<file path="config.mk">
export PLATFORM = sky130hd
export DESIGN_NAME = param_processor
export DESIGN_NICKNAME = d
export VERILOG_FILES = /design/src/rtl/param_processor.sv
export SDC_FILE = /design/constraint.sdc
export NUM_CORES = 1
export LEC_CHECK = 0
export CAP_MARGIN = 10
export CORE_ASPECT_RATIO = 1.5
export CORE_MARGIN = 2
export CORE_UTILIZATION = 47
export CTS_BUF_LIST = sky130_fd_sc_hd__clkbuf_16
export DETAILED_ROUTE_END_ITERATION = 10
export MAX_ROUTING_LAYER = met4
export SYNTH_ARGS = -nofsm -noshare
export SYNTH_HDL_FRONTEND = slang
export SYNTH_SLANG_ARGS = --single-unit
</file>
<file path="constraint.sdc">
create_clock -name clk_50MHz -period 8.1 [get_ports clk_50MHz]
set_input_delay 0.81 -clock clk_50MHz [delete_from_list [all_inputs] [get_ports clk_50MHz]]
set_output_delay 0.81 -clock clk_50MHz [all_outputs]
set_load 0.03 [all_outputs]
</file>
<file path="src/rtl/param_processor.sv">
// param_processor: multi-cycle 8-register processor, one instruction per run request.
// Optional `PROC_FLAGS_EN adds the {Z,N,C,V} flag register and the cmp instruction.
`timescale 1ns/1ps
module param_processor #(
  parameter int unsigned DATA_W = 16
) (
  input  logic              clk_50MHz,
  input  logic              reset_n,
  input  logic              run,
  input  logic [15:0]       DIN,
  output logic              done,
  output logic              busy,
  output logic              illegal,
  output logic [3:0]        flags,
  input  logic [2:0]        dbg_sel,
  output logic [DATA_W-1:0] dbg_data
);
  typedef enum logic [1:0] {S_IDLE, S_T1, S_T2, S_T3} state_t;
  typedef enum logic [2:0] {
    OP_MV = 3'b000, OP_MVT, OP_ADD, OP_SUB, OP_AND, OP_CMP, OP_RSV, OP_ILL
  } opcode_t;

  state_t            r_state, w_state_nxt;
  logic [DATA_W-1:0] r_regs [8];
  logic [15:0]       r_ir;
  logic [DATA_W-1:0] r_a, r_g;

  opcode_t           w_op;
  logic [2:0]        w_rx, w_ry;
  logic [DATA_W-1:0] w_operand, w_mvt, w_b, w_sum, w_res, w_wdata;
  logic              w_sub, w_is_alu, w_we, w_load_ir, w_load_a, w_load_g;
  logic              w_done_nxt, w_ill_nxt;

  assign w_op      = opcode_t'(r_ir[15:13]);
  assign w_rx      = r_ir[11:9];
  assign w_ry      = r_ir[2:0];
  assign w_operand = r_ir[12] ? {{(DATA_W-9){r_ir[8]}}, r_ir[8:0]} : r_regs[w_ry];
  assign w_mvt     = {r_ir[7:0], {(DATA_W-8){1'b0}}};
  assign w_sub     = (w_op == OP_SUB) || (w_op == OP_CMP);
  assign w_b       = w_sub ? ~w_operand : w_operand;

`ifdef PROC_FLAGS_EN
  logic [DATA_W:0] w_sum_ext;
  logic [3:0]      r_flags, w_flags_nxt;

  assign w_sum_ext = {1'b0, r_a} + {1'b0, w_b} + {{DATA_W{1'b0}}, w_sub};
  assign w_sum     = w_sum_ext[DATA_W-1:0];
  assign w_is_alu  = w_op inside {OP_ADD, OP_SUB, OP_AND, OP_CMP};
`else
  assign w_sum     = r_a + w_b + {{(DATA_W-1){1'b0}}, w_sub};
  assign w_is_alu  = w_op inside {OP_ADD, OP_SUB, OP_AND};
`endif

  assign w_res    = (w_op == OP_AND) ? (r_a & w_operand) : w_sum;
  assign busy     = (r_state != S_IDLE);
  assign dbg_data = r_regs[dbg_sel];

`ifdef PROC_FLAGS_EN
  // and keeps only Z/N; C is the adder carry-out (1 = no borrow on subtract)
  always_comb begin
    w_flags_nxt = {(w_res == '0), w_res[DATA_W-1], 2'b00};
    if (w_op != OP_AND) begin
      w_flags_nxt[1] = w_sum_ext[DATA_W];
      w_flags_nxt[0] = (r_a[DATA_W-1] == w_b[DATA_W-1]) &&
                       (w_sum[DATA_W-1] != r_a[DATA_W-1]);
    end
  end

  always_ff @(posedge clk_50MHz or negedge reset_n) begin
    if (!reset_n)      r_flags <= '0;
    else if (w_load_g) r_flags <= w_flags_nxt;
  end

  assign flags = r_flags;
`else
  assign flags = '0;
`endif

  always_ff @(posedge clk_50MHz or negedge reset_n) begin
    if (!reset_n) r_state <= S_IDLE;
    else          r_state <= w_state_nxt;
  end

  always_comb begin
    w_state_nxt = r_state;
    w_load_ir   = 1'b0;
    w_load_a    = 1'b0;
    w_load_g    = 1'b0;
    w_we        = 1'b0;
    w_wdata     = r_g;
    w_done_nxt  = 1'b0;
    w_ill_nxt   = 1'b0;
    case (r_state)
      S_IDLE: begin
        if (run) begin
          w_load_ir   = 1'b1;
          w_state_nxt = S_T1;
        end
      end
      S_T1: begin
        if (w_is_alu) begin
          w_load_a    = 1'b1;
          w_state_nxt = S_T2;
        end else begin
          w_state_nxt = S_IDLE;
          w_done_nxt  = 1'b1;
          w_ill_nxt   = (w_op == OP_ILL);
          w_we        = (w_op == OP_MV) || (w_op == OP_MVT);
          w_wdata     = (w_op == OP_MVT) ? w_mvt : w_operand;
        end
      end
      S_T2: begin
        w_load_g    = 1'b1;
        w_state_nxt = S_T3;
      end
      S_T3: begin
        w_state_nxt = S_IDLE;
        w_done_nxt  = 1'b1;
        w_we        = (w_op != OP_CMP);
      end
      default: w_state_nxt = S_IDLE;
    endcase
  end

  always_ff @(posedge clk_50MHz or negedge reset_n) begin
    if (!reset_n) begin
      r_ir    <= '0;
      r_a     <= '0;
      r_g     <= '0;
      done    <= 1'b0;
      illegal <= 1'b0;
      for (int unsigned i = 0; i < 8; i++) r_regs[i] <= '0;
    end else begin
      done    <= w_done_nxt;
      illegal <= w_ill_nxt;
      if (w_load_ir) r_ir <= DIN;
      if (w_load_a)  r_a  <= r_regs[w_rx];
      if (w_load_g)  r_g  <= w_res;
      if (w_we)      r_regs[w_rx] <= w_wdata;
    end
  end

endmodule
</file>
# Word level (Yosys, flattened, before mapping)
# Cells that the tools add are included.
# Widths: inputs -> output; s select.
# classes
order_cmp,4
n_eq_ne,11
reduce_logical,7
add_sub_neg,2
muxes,32
n_bitwise,5
# op_table
op,n
$mux 16,13
$bmux 16 s3,3
$bwmux 128,1
$demux 16 s3,1
$add 16x1->16,1
$add 16x16->16,1
$and 16x16->16,1
$not 16->16,1
$ge 4x4->1 const B,3
$not 3->4,3
$eq 3x3->1 const B,3
$mux 1,9
$pmux 2 s4,1
$eq 3x2->1 const B,2
$eq 2x2->1 const B,2
$lt 4x1->1 const B,1
$mux 2,2
$pmux 1 s2,2
$eq 3x1->1 const B,1
$logic_not 3->1,1
$ne 3x3->1 const B,1
$reduce_bool 3->1,1
$eq 2x1->1 const B,1
$logic_not 2->1,1
other kinds (4),5
# totals
register_bits,180
in_bits,22
output_inout_bits,23

# Longest topological paths before layout
# logic_depth
ltp_word,10
depth_mapped,17
ltp_nobuf,13

# Worst setup path before layout
# OpenSTA, ideal clock, no wires.
# synth_path
path_kind,register to register
from,register r_ir[0]
to,register r_g[11]
path_stages_with_launch,17
period_less_slack_ps,3673
setup_slack_ps,4427
t_arrival_ps,3547
t_required_ps,7974
n_path_buf,4
cell_sequence,dfrtp_1 > buf_6 > buf_6 > buf_4 > mux4_2 > mux2i_1 > nor2_1 > a21oi_1 > xor2_1 > ha_1 > clkbuf_1 > a211oi_1 > nor2_1 > o41ai_1 > o21ai_1 > xor2_1 > a221o_1
# synth_via
elab_chain_len,10
word_cells_on_any_way,11
classes_between,add/sub: 2; mux: 6; bitwise: 3
# synth_lines
element,line,rtl
start: declaration,25,logic [15:0] r_ir;
start signal: assignment,127,r_ir <= '0;
start signal: assignment,136,if (w_load_ir) r_ir <= DIN;
$not 3->4 (not written as such),37,"assign w_operand = r_ir[12] ? {{(DATA_W-9){r_ir[8]}}, r_ir[8:0]} : r_regs[w_ry];"
$bmux 16 s3,37,
$mux 16 (not written as such) (2 in a row),37,
$mux 16 *,37,
$not 16->16,40,assign w_b = w_sub ? ~w_operand : w_operand;
$mux 16,40,
$add 16x16->16,50,"assign w_sum = r_a + w_b + {{(DATA_W-1){1'b0}}, w_sub};"
$add 16x1->16,50,
$mux 16 *,54,assign w_res = (w_op == OP_AND) ? (r_a & w_operand) : w_sum;
end signal: assignment,138,if (w_load_g) r_g <= w_res;
end: declaration,26,"logic [DATA_W-1:0] r_a, r_g;"
# Every way passes the cells marked *; elsewhere a longest branch is shown, timed or not. The select of a mux whose other input is x is not followed.
# A chain may end at the register's enable or synchronous reset.

# Worst setup path in the final report
# layout_path
from,register r_ir[0]
to,register r_g[14]
# Same word-level chain as after synthesis.

==> metrics.cfg <==
[drt]
firstDrtPassIters = 4
drc = 0
final_antenna_net_count = 0
wirelength_um = 30800
drtIter0Drc = 593
vias = 7856
viasPerCell = 6.25
wl_per_cell_um = 24.5

[place]
gp_congestion = 0.915
hpwl_um = 19700
portBuffers = 40

[grt]
antenna_found_initial = 0
grtUsageMet1 = 0.340
overflow = 0
busiest_layer = met2
met2_usage = 0.442
grt_pass1_vias = 8019
met3_usage = 0.0347
grt_pass1_wl_um = 48200
grt_use_total = 0.274
grt_start_max_net_pins = 87

[sta]
slew_headroom = 0.188
max_freq_ghz = 0.221
slew_violations = 0
tightest_slew_ns = 1.21
setup_tns_ns = 0
fin_crit_sh = 0.557
rsz0062_at_grt = no
finalCriticalPeriod_ns = 4.52
setup_viol = 0
fin_skew_ns = 0.00994
hold_violations = 0

[worst_setup_path]
cp-start-kind = flop
crit_type = flop to flop
crit_path_end_kind = flop
critPathArrivalTime_ns = 4.83
crit_required_ns = 8.41
path_max_fanout = 21

[synthesis]
ys_seq_area_frac = 0.410
yosys-top-cells-area = dfrtp_1, mux4_2, mux2_2
synth_area_leader_cell = dfrtp_1
synth_edf_count = 0
ys_ff_latch = 180
ys.flop_type = dfrtp_1
synth_cells = 954
ys_warn_count = 0
syn-cell-area_um2 = 11000
yosysTopAreaCellShare = 0.410
syn_area_per_cell_um2 = 11.5
synth_cell_type_count = 59
synthArstFlopShare = 1.00
synthTopCellsByCount = dfrtp_1, mux4_2, nand2_1
yosysMostFrequentCell = dfrtp_1

[clocking]
clkTransAtPathRegs_ns = 0.07
clk_latency_ns = 0.44
ctsHoldBuffers = 0
numCtsBuffers = 17
clockBufferDepth = 2
cts_root_buf = clkbuf_16
cts_setup_buffers = 0
clock-sinks = 180
ctsResizeCount = 0
cts_tree = yes
htree_levels = 4

[die]
die_w_um = 129
start_util = 0.478
die_h_um = 191
ios = 45
coreArea_um2 = 23000
placement_rows = 68
die_area_um2 = 24600

[final_layout]
fin_nets = 1004
fillCellCount = 2011
antenna_cells = 0
drive_above_1_share = 0.253
syn_to_final_growth_pct = 10.8

[flow_run]
maxCapViolCount = 0

[run_status]
status = finished, final reports clean

[worst_hold_path]
min_path_type = primary input to asynchronous set/reset pin

[worst max-delay path, cell delays in order, from the launching register on]
cell      delay (ns)
dfrtp_2         0.88
buf_4           0.43
mux4_2          0.54
o21ai_0         0.14
o21ai_0         0.20
xnor2_1         0.23
fa_1            0.47
a21o_1          0.18
a21oi_1         0.37
o211ai_1        0.23
a211oi_1        0.34
nor4_1          0.09
a41oi_1         0.17
a31oi_1         0.10
[metrics by stage]
step                      instance area, um^2  utilization  hold slack, ns  setup WS [ns]  cells
after floorplan                         11000            -           0.450           4.43    957
after global placement                  11600        0.505           0.479           3.67   1224
after detailed placement                11600        0.505           0.492           3.63   1224
after CTS                               12100        0.529           0.461           3.61   1255
after global routing                    12200        0.529           0.507           3.24   1256
final                                   12200        0.529           0.432           3.58   1256
[state kept, by name (all words and copies together) (netlist names), named ones only]
name	count
illegal	1
r_state	1
done	1
r_ir	16
r_a	16
r_g	16
r_regs	128
[final timing paths]
path                       startpoint   endpoint  slack, ns  cells after the start
setup / recovery              r_ir[0]    r_g[14]       3.58                     13
max in group asynchronous     reset_n     r_g[7]       6.36                      2
hold reg to reg               r_g[15]    r_g[15]       0.51                      2
hold / removal                reset_n  r_regs[9]       0.43                      1
min in group clk_50MHz        r_g[15]    r_g[15]       0.51                      2
setup reg to reg              r_ir[0]    r_g[14]       3.58                     13
[cell usage in the layout, fill, tap and decap left out, types with 12 or more instances in the layout]
| cell | count |
|---|---|
| clkbuf_16 | 17 |
| nand2_1 | 95 |
| mux4_2 | 96 |
| buf_4 | 21 |
| inv_1 | 15 |
| nor2_1 | 75 |
| xor2_1 | 17 |
| mux2i_1 | 30 |
| dfrtp_1 | 178 |
| ha_1 | 17 |
| mux2_2 | 81 |
| xnor2_1 | 12 |
| o21ai_0 | 82 |
| a21oi_1 | 64 |
| clkdlybuf4s50_1 | 38 |
[layout make-up]
class	instances	area (um^2)	area share
clock buffer	17	425	0.0350
clock inverter	14	121	0.00998
inverter	14	52.6	0.00432
multi-input combinational	689	6130	0.504
sequential	180	4510	0.371
tap	280	350	0.0288
timing repair buffer	62	569	0.0468
[layer usage]
layer	up-vias	part of all wire	routed length (um)
li1	3551	-	-
met1	4052	0.42	12800
met2	172	0.50	15500
met3	81	0.028	877
met4	0	0.052	1590
met5	-	0	0
[kinds of logic after synthesis]
kind of cell / share of synthesized area
DFF: 0.410
muxes: 0.307
xor gates and xnor gates: 0.0231
and+or+nand+nor: 0.0850
buffers and inverters: 0.0349
other: 0.000342
AOI/OAI and AO/OA: 0.118
adders and majority gates: 0.0212
Power is not shown: default switching activity piles up to over one toggle a cycle in this logic, so the estimate is an artifact.
